==> config.mk <==
export PLATFORM = sky130hd
export DESIGN_NAME = instr_loader
export DESIGN_NICKNAME = d
export VERILOG_FILES = /design/src/rtl/instr_loader.sv
export SDC_FILE = /design/constraint.sdc
export NUM_CORES = 1
export LEC_CHECK = 0
export BUFFER_PORTS_ARGS = -buffer_cell sky130_fd_sc_hd__buf_2
export CORE_MARGIN = 3
export CORE_UTILIZATION = 52
export CTS_CLUSTER_SIZE = 10
export DETAILED_ROUTE_END_ITERATION = 7
export GPL_ROUTABILITY_DRIVEN = 0
export PLACE_DENSITY_LB_ADDON = 0.1
export SLEW_MARGIN = 15
export SYNTH_ARGS = -nofsm -noshare
export SYNTH_HDL_FRONTEND = slang
export SYNTH_SLANG_ARGS = --single-unit
==> constraint.sdc <==
create_clock -name clk -period 1.9 [get_ports clk]
set_input_delay 0.38 -clock clk [delete_from_list [all_inputs] [get_ports clk]]
set_output_delay 0.38 -clock clk [all_outputs]
set_load 0.01 [all_outputs]
==> src/rtl/instr_loader.sv <==
// Byte-stream program loader for one node's instruction RAM. It parses header, opcode and checksum
// frames, writes 21-bit opcodes and holds the core stalled until a load succeeds.
//
// state | meaning
// IDLE  | waiting for start; in_ready low
// HDR   | expecting header byte N (opcode count)
// B0    | expecting opcode bits [20:16] (byte[7:5] ignored)
// B1    | expecting opcode bits [15:8]
// B2    | expecting opcode bits [7:0]; write strobe follows
// CSUM  | expecting XOR checksum of header and opcode bytes
module instr_loader #(
  parameter int MAX_ENTRIES    = 32,
  parameter int INIT_ENTRIES   = 10,
  parameter int TIMEOUT_CYCLES = 50000
) (
  input  logic        clk,
  input  logic        reset,
  input  logic        start,
  input  logic [7:0]  in_data,
  input  logic        in_valid,
  output logic        in_ready,
  output logic        wr_en,
  output logic [4:0]  wr_addr,
  output logic [20:0] wr_data,
  output logic [5:0]  num_entries,
  output logic        core_hold,
  output logic        done,
  output logic        err
);

  localparam int            TW       = (TIMEOUT_CYCLES < 2) ? 1 : $clog2(TIMEOUT_CYCLES + 1);
  localparam logic [TW-1:0] TMO_LOAD = TW'(TIMEOUT_CYCLES);
  localparam bit            TMO_EN   = (TIMEOUT_CYCLES != 0);
  localparam logic [7:0]    MAX_N    = 8'(MAX_ENTRIES);
  localparam logic [5:0]    INIT_N   = 6'(INIT_ENTRIES);

  typedef enum logic [2:0] {IDLE, HDR, B0, B1, B2, CSUM} state_t;

  state_t        state;
  logic [5:0]    n_reg;
  logic [4:0]    idx;
  logic [7:0]    csum;
  logic [4:0]    op_hi;
  logic [7:0]    op_mid;
  logic [TW-1:0] tmo_cnt;
  logic          accept;
  logic          last_op;

  assign accept  = in_valid && in_ready;
  assign last_op = ({1'b0, idx} + 6'd1) == n_reg;

  always_ff @(posedge clk) begin
    if (reset) begin
      state       <= IDLE;
      in_ready    <= 1'b0;
      wr_en       <= 1'b0;
      wr_addr     <= '0;
      wr_data     <= '0;
      num_entries <= INIT_N;
      core_hold   <= 1'b0;
      done        <= 1'b0;
      err         <= 1'b0;
      n_reg       <= '0;
      idx         <= '0;
      csum        <= '0;
      op_hi       <= '0;
      op_mid      <= '0;
      tmo_cnt     <= '0;
    end else begin
      wr_en <= 1'b0;
      done  <= 1'b0;
      case (state)
        IDLE: begin
          if (start) begin
            state     <= HDR;
            in_ready  <= 1'b1;
            core_hold <= 1'b1;
            err       <= 1'b0;
            idx       <= '0;
            csum      <= '0;
            tmo_cnt   <= TMO_LOAD;
          end
        end
        default: begin
          if (accept) begin
            tmo_cnt <= TMO_LOAD;
            csum    <= csum ^ in_data;
            case (state)
              HDR: begin
                if (in_data == 8'd0 || in_data > MAX_N) begin
                  err      <= 1'b1;
                  state    <= IDLE;
                  in_ready <= 1'b0;
                end else begin
                  n_reg <= in_data[5:0];
                  state <= B0;
                end
              end
              B0: begin
                op_hi <= in_data[4:0];
                state <= B1;
              end
              B1: begin
                op_mid <= in_data;
                state  <= B2;
              end
              B2: begin
                wr_en   <= 1'b1;
                wr_addr <= idx;
                wr_data <= {op_hi, op_mid, in_data};
                idx     <= idx + 5'd1;
                state   <= last_op ? CSUM : B0;
              end
              CSUM: begin
                // csum here still excludes the checksum byte itself
                if (in_data == csum) begin
                  num_entries <= n_reg;
                  done        <= 1'b1;
                  core_hold   <= 1'b0;
                end else begin
                  err <= 1'b1;
                end
                state    <= IDLE;
                in_ready <= 1'b0;
              end
              default: begin
                state    <= IDLE;
                in_ready <= 1'b0;
              end
            endcase
          end else if (TMO_EN) begin
            if (tmo_cnt == TW'(1)) begin
              err      <= 1'b1;
              state    <= IDLE;
              in_ready <= 1'b0;
            end else begin
              tmo_cnt <= tmo_cnt - TW'(1);
            end
          end
        end
      endcase
    end
  end

endmodule

==> results <==
- The run finished, with violations left.
- The final reports fail on negative setup slack.
- The die span in x is around 93 um.
- The pin count of the biggest net entering global routing is just under 70.
- The hold violation count in the final report is 0.
- The region available for standard cell placement spans 7330 um^2.
- After layout, the worst path uses 103% of the clock period.
- After synthesis the netlist holds a flip-flop and latch count of 88.
- 0 antenna diodes ended up in the layout.
- The number of nets still failing antenna checks after routing is 0.
- After detailed routing, the total wire length is 11.1 mm.
- The TritonCTS clock tree is done.
- The worst reg-to-reg setup slack is -0.06 ns.
- In the final layout, the registers with the most flip-flops are wr_data x21, tmo_cnt x16.
- The launch point of the worst reg-to-reg path is tmo_cnt[0].
- The count of cell types in the netlist is a little over 50.
- The signal on the critical path passes through inv_1 -> ha_4 -> or3b_4 -> nor3_4 -> nand3b_1 -> or3_1 -> a31oi_1.
- The startpoint of the lowest-slack hold path is in_data[7].
- The hold path endpoint is wr_data[7].
- For this run, asynchronously set or reset flops after synthesis account for 0%.
- In the routed layout, each cell is associated on average with a via count of around 5.7.
- After legalization and detailed placement, the total HPWL measured 7.75 mm.
- The initial utilization of the core area, before any placement, comes to approximately 54%.
- The clock tree synthesis step divided the H-tree into 3 levels.
- Once routing completed, OpenROAD measured the worst setup slack at -0.0587 ns.
- The clock slew at the register clock pins of the worst setup and hold paths is roughly 0.1 ns.
- The number of flip-flops under the largest register name is 21.
- For this design, the slowest cell found on the critical path is sky130_fd_sc_hd__or3b_4.
- The library cells used most frequently in the layout, excluding fill and tap cells, are sky130_fd_sc_hd__dfxtp_1, sky130_fd_sc_hd__nand2_1, sky130_fd_sc_hd__buf_4.
- Hold is met by ~0.32 ns.
- The final setup violation count is 1.
- The largest single stage delay on the critical path is ~0.4 ns.
- The critical path launch point type is a register.
- The number of global-route vias before repair is approximately 3,600.
- The minimum clock period after layout is around 2 ns.
- The first routing iteration left between 150 and 200 violations.
- During I/O placement, the number of pins put on the boundary was between 40 and 50.
- The final max-slew violation count is 0.
- The first-pass GRT wire length is ~17 mm.
- The register with the most flip-flops is wr_data.
- Counting every net in the synthesized netlist gives around 500.
- STA classifies the critical path endpoint as a register.
- The maximum achievable frequency is slightly above 0.5 GHz.
- Cells with a size suffix above 1 make up 28.2% of the layout.
- The total number of yosys warnings is 0.
- The share of the Yosys chip area taken by registers is between 40% and 50%.
- For the final database, setup skew stands at between 0.006 and 0.007 ns.
- The number of buffers added to fix hold violations after cts is 0.
- The depth of the most critical reg-to-reg path is 7.
- For this design the ratio of total power to cell area is 742 nW/um^2.
- At the end of the flow the core is filled with cells to 69.6%.
- In the routed design, unresolved DRC markers number 0.
- The initialized floorplan defines 31 standard-cell rows.
- Headroom to the max-slew limit came out at slightly below 70%.
- The area of all placed cells without fillers is 5100 um^2.
- At the end of the flow, the number of nets in the layout was roughly 600.
- The via total after detailed routing is about 4,000.
- The worst hold-check path type is input port to register.
- The cell area reported after detailed placement is approximately 4800 um^2.
- Setup repair after global routing could not meet its margin everywhere.
- A synthesized cell averages roughly 8 um^2.
- The most used flip-flop cell after synthesis is sky130_fd_sc_hd__dfxtp_1.
- The setup slack after placement is -0.247 ns.
- For the worst setup path, the data required time is 2.19 ns.
- The die boundary height is roughly 93 um.
- The layout-stage area growth over the synthesis result is 28.4%.
- The total global routing track utilization is about a quarter.
- The tree built by TritonCTS fans out to about 90 sinks.
- In this run the tool buffered the top-level ports with 48 buffer cells.
- After global routing the overflow that remains totals 0.
- In this run the worst path has a maximum fanout of 3.
- The library cell used most frequently in the layout, excluding fill and tap cells, is sky130_fd_sc_hd__dfxtp_1.
- The cell count after synthesis came out at 486.
- The maximum vdd ir drop is 0.403 mV.
- The CTS root buffer is sky130_fd_sc_hd__clkbuf_8.
- The number of buffers inserted during clock tree synthesis is 9.
- The critical path is of the register to register type.
- Summed over all cells, the static leakage comes to approximately 0.002 uW.
- The number of antenna violations at the first check in global routing was 0.
- In this run, synthesis inferred 0 flip-flops with an integrated enable.
- The die outline area is 8720 um^2.
- Data on the critical path arrives at its endpoint at 2.25 ns.
- The buffer and inverter count on the worst path is 1.
- The family of cells with the greatest summed delay on the critical path is simple AND/OR/NAND/NOR gates.
- The clock passes through at most 2 buffers.
- The clock latency on the worst-skew pair is around 0.36 ns.
- At the pin with the least slew margin, the transition time is 0.460 ns.
- The destination of the worst register-to-register timing path is tmo_cnt[14].
- The cell area after synthesis is approximately 4000 um^2.
- Before antenna repair, the detailed router went through 4 iterations.
- The routed wirelength normalized by instance count is between 15 and 20 um.
- The number of max-cap violations is 0.
- The instance count along the most critical hold path is 3.
==> cells in the mapped netlist (2+ instances only) <==
master	count	area [um^2]
sky130_fd_sc_hd__dfxtp_1	88	1760
sky130_fd_sc_hd__nand2_1	68	255
sky130_fd_sc_hd__a21oi_1	54	270
sky130_fd_sc_hd__nor2_1	49	184
sky130_fd_sc_hd__o21ai_0	29	145
sky130_fd_sc_hd__clkbuf_1	22	82.6
sky130_fd_sc_hd__mux2i_1	20	200
sky130_fd_sc_hd__nand3_1	20	100
sky130_fd_sc_hd__nor3_1	13	65.1
sky130_fd_sc_hd__inv_1	11	41.3
sky130_fd_sc_hd__a211oi_1	8	60.1
sky130_fd_sc_hd__nand2b_1	8	50.1
sky130_fd_sc_hd__or3_1	7	43.8
sky130_fd_sc_hd__xnor2_1	7	61.3
sky130_fd_sc_hd__buf_2	6	30.0
sky130_fd_sc_hd__nand4_1	6	37.5
sky130_fd_sc_hd__and3_1	5	31.3
sky130_fd_sc_hd__xor2_1	5	43.8
sky130_fd_sc_hd__a311oi_1	4	35.0
sky130_fd_sc_hd__a31oi_1	4	25.0
sky130_fd_sc_hd__or4_1	4	30.0
sky130_fd_sc_hd__and2_1	3	18.8
sky130_fd_sc_hd__and4_1	3	26.3
sky130_fd_sc_hd__ha_1	3	37.5
sky130_fd_sc_hd__nor4_1	3	18.8
sky130_fd_sc_hd__nor4_2	3	37.5
sky130_fd_sc_hd__a211o_1	2	17.5
sky130_fd_sc_hd__buf_6	2	22.5
sky130_fd_sc_hd__nand3b_1	2	15.0
sky130_fd_sc_hd__nor2b_1	2	12.5
sky130_fd_sc_hd__nor3b_1	2	15.0
sky130_fd_sc_hd__o22ai_1	2	12.5
sky130_fd_sc_hd__o31a_1	2	17.5
sky130_fd_sc_hd__or3b_2	2	17.5
==> power breakdown <==
| part | internal [uW] | total (uW) | switching, uW |
|---|---|---|---|
| Sequential | 1890 | 1920 | 36.7 |
| Clock | 495 | 1210 | 717 |
| Combinational | 298 | 650 | 352 |
| Total | 2680 | 3780 | 1110 |
==> per-stage QoR <==
stage / setup TNS [ns] / power, uW / cells
final: -0.0587 / 3780 / 692
after global placement: -2.21 / 2500 / 669
after CTS: 0 / 3720 / 685
after detailed placement: -3.65 / 2520 / 669
after global routing: -0.193 / 3930 / 692
after floorplan: -0.126 / 2270 / 486
==> worst register-to-register path: stages, from the launching register on <==
cell and delay, ns:
sky130_fd_sc_hd__dfxtp_1 0.35, sky130_fd_sc_hd__inv_1 0.11, sky130_fd_sc_hd__ha_4 0.14, sky130_fd_sc_hd__or3b_4 0.40, sky130_fd_sc_hd__nor3_4 0.20, sky130_fd_sc_hd__nand3b_1 0.12, sky130_fd_sc_hd__or3_1 0.39, sky130_fd_sc_hd__a31oi_1 0.18
==> how the worst max path moves through the flow <==
stage	startpoint	depth (start not counted)	endpoint	slack, ns
finish	tmo_cnt[0]	7	tmo_cnt[14]	-0.06
global route	tmo_cnt[0]	7	tmo_cnt[14]	-0.12
CTS	tmo_cnt[1]	8	tmo_cnt[14]	0.003
detailed placement	tmo_cnt[1]	7	tmo_cnt[7]	-0.25
global placement	in_data[1]	6	in_ready	-0.21
floorplan	in_data[3]	7	state[1]	-0.08
==> repair_timing <==
action | 4_1_cts | 5_1_grt
setup endpoints to repair | 18 | 22
resized for setup | 7 | 25
cloned | 0 | 1
pin swaps | 0 | 9
setup buffers | 0 | 6
==> layer usage <==
| layer | vias to the layer above | track usage [%] | routed length, um |
|---|---|---|---|
| li1 | 1920 | - | - |
| met1 | 1887 | 32.1 | 4880 |
| met2 | 134 | 42.2 | 5350 |
| met3 | 18 | 2.82 | 584 |
| met4 | 0 | 10.5 | 248 |
| met5 | - | 0 | 0 |
==> area by class of cell <==
type                    instances  area, um^2
inverters                      11        41.3
repair buffers                121         842
multi-input cells             357        2150
clock inverters                 6        51.3
well taps                      99         124
clock buffers                  10         128
fillers                       604        2230
flip-flops and latches         88        1770
==> logic make-up (layout without fill, tap and decap cells) <==
logic type / Yosys count / count (layout) / share of synthesized area [%]
compound gates: 115 / 116 / 17.0
xor+xnor: 12 / 12 / 2.65
fa+ha+maj: 3 / 3 / 0.945
buf+inv: 42 / 148 / 4.54
flops: 88 / 88 / 44.4
mux: 20 / 20 / 5.04
simple gates: 206 / 206 / 25.5
Power figures use the tool's default switching activity.
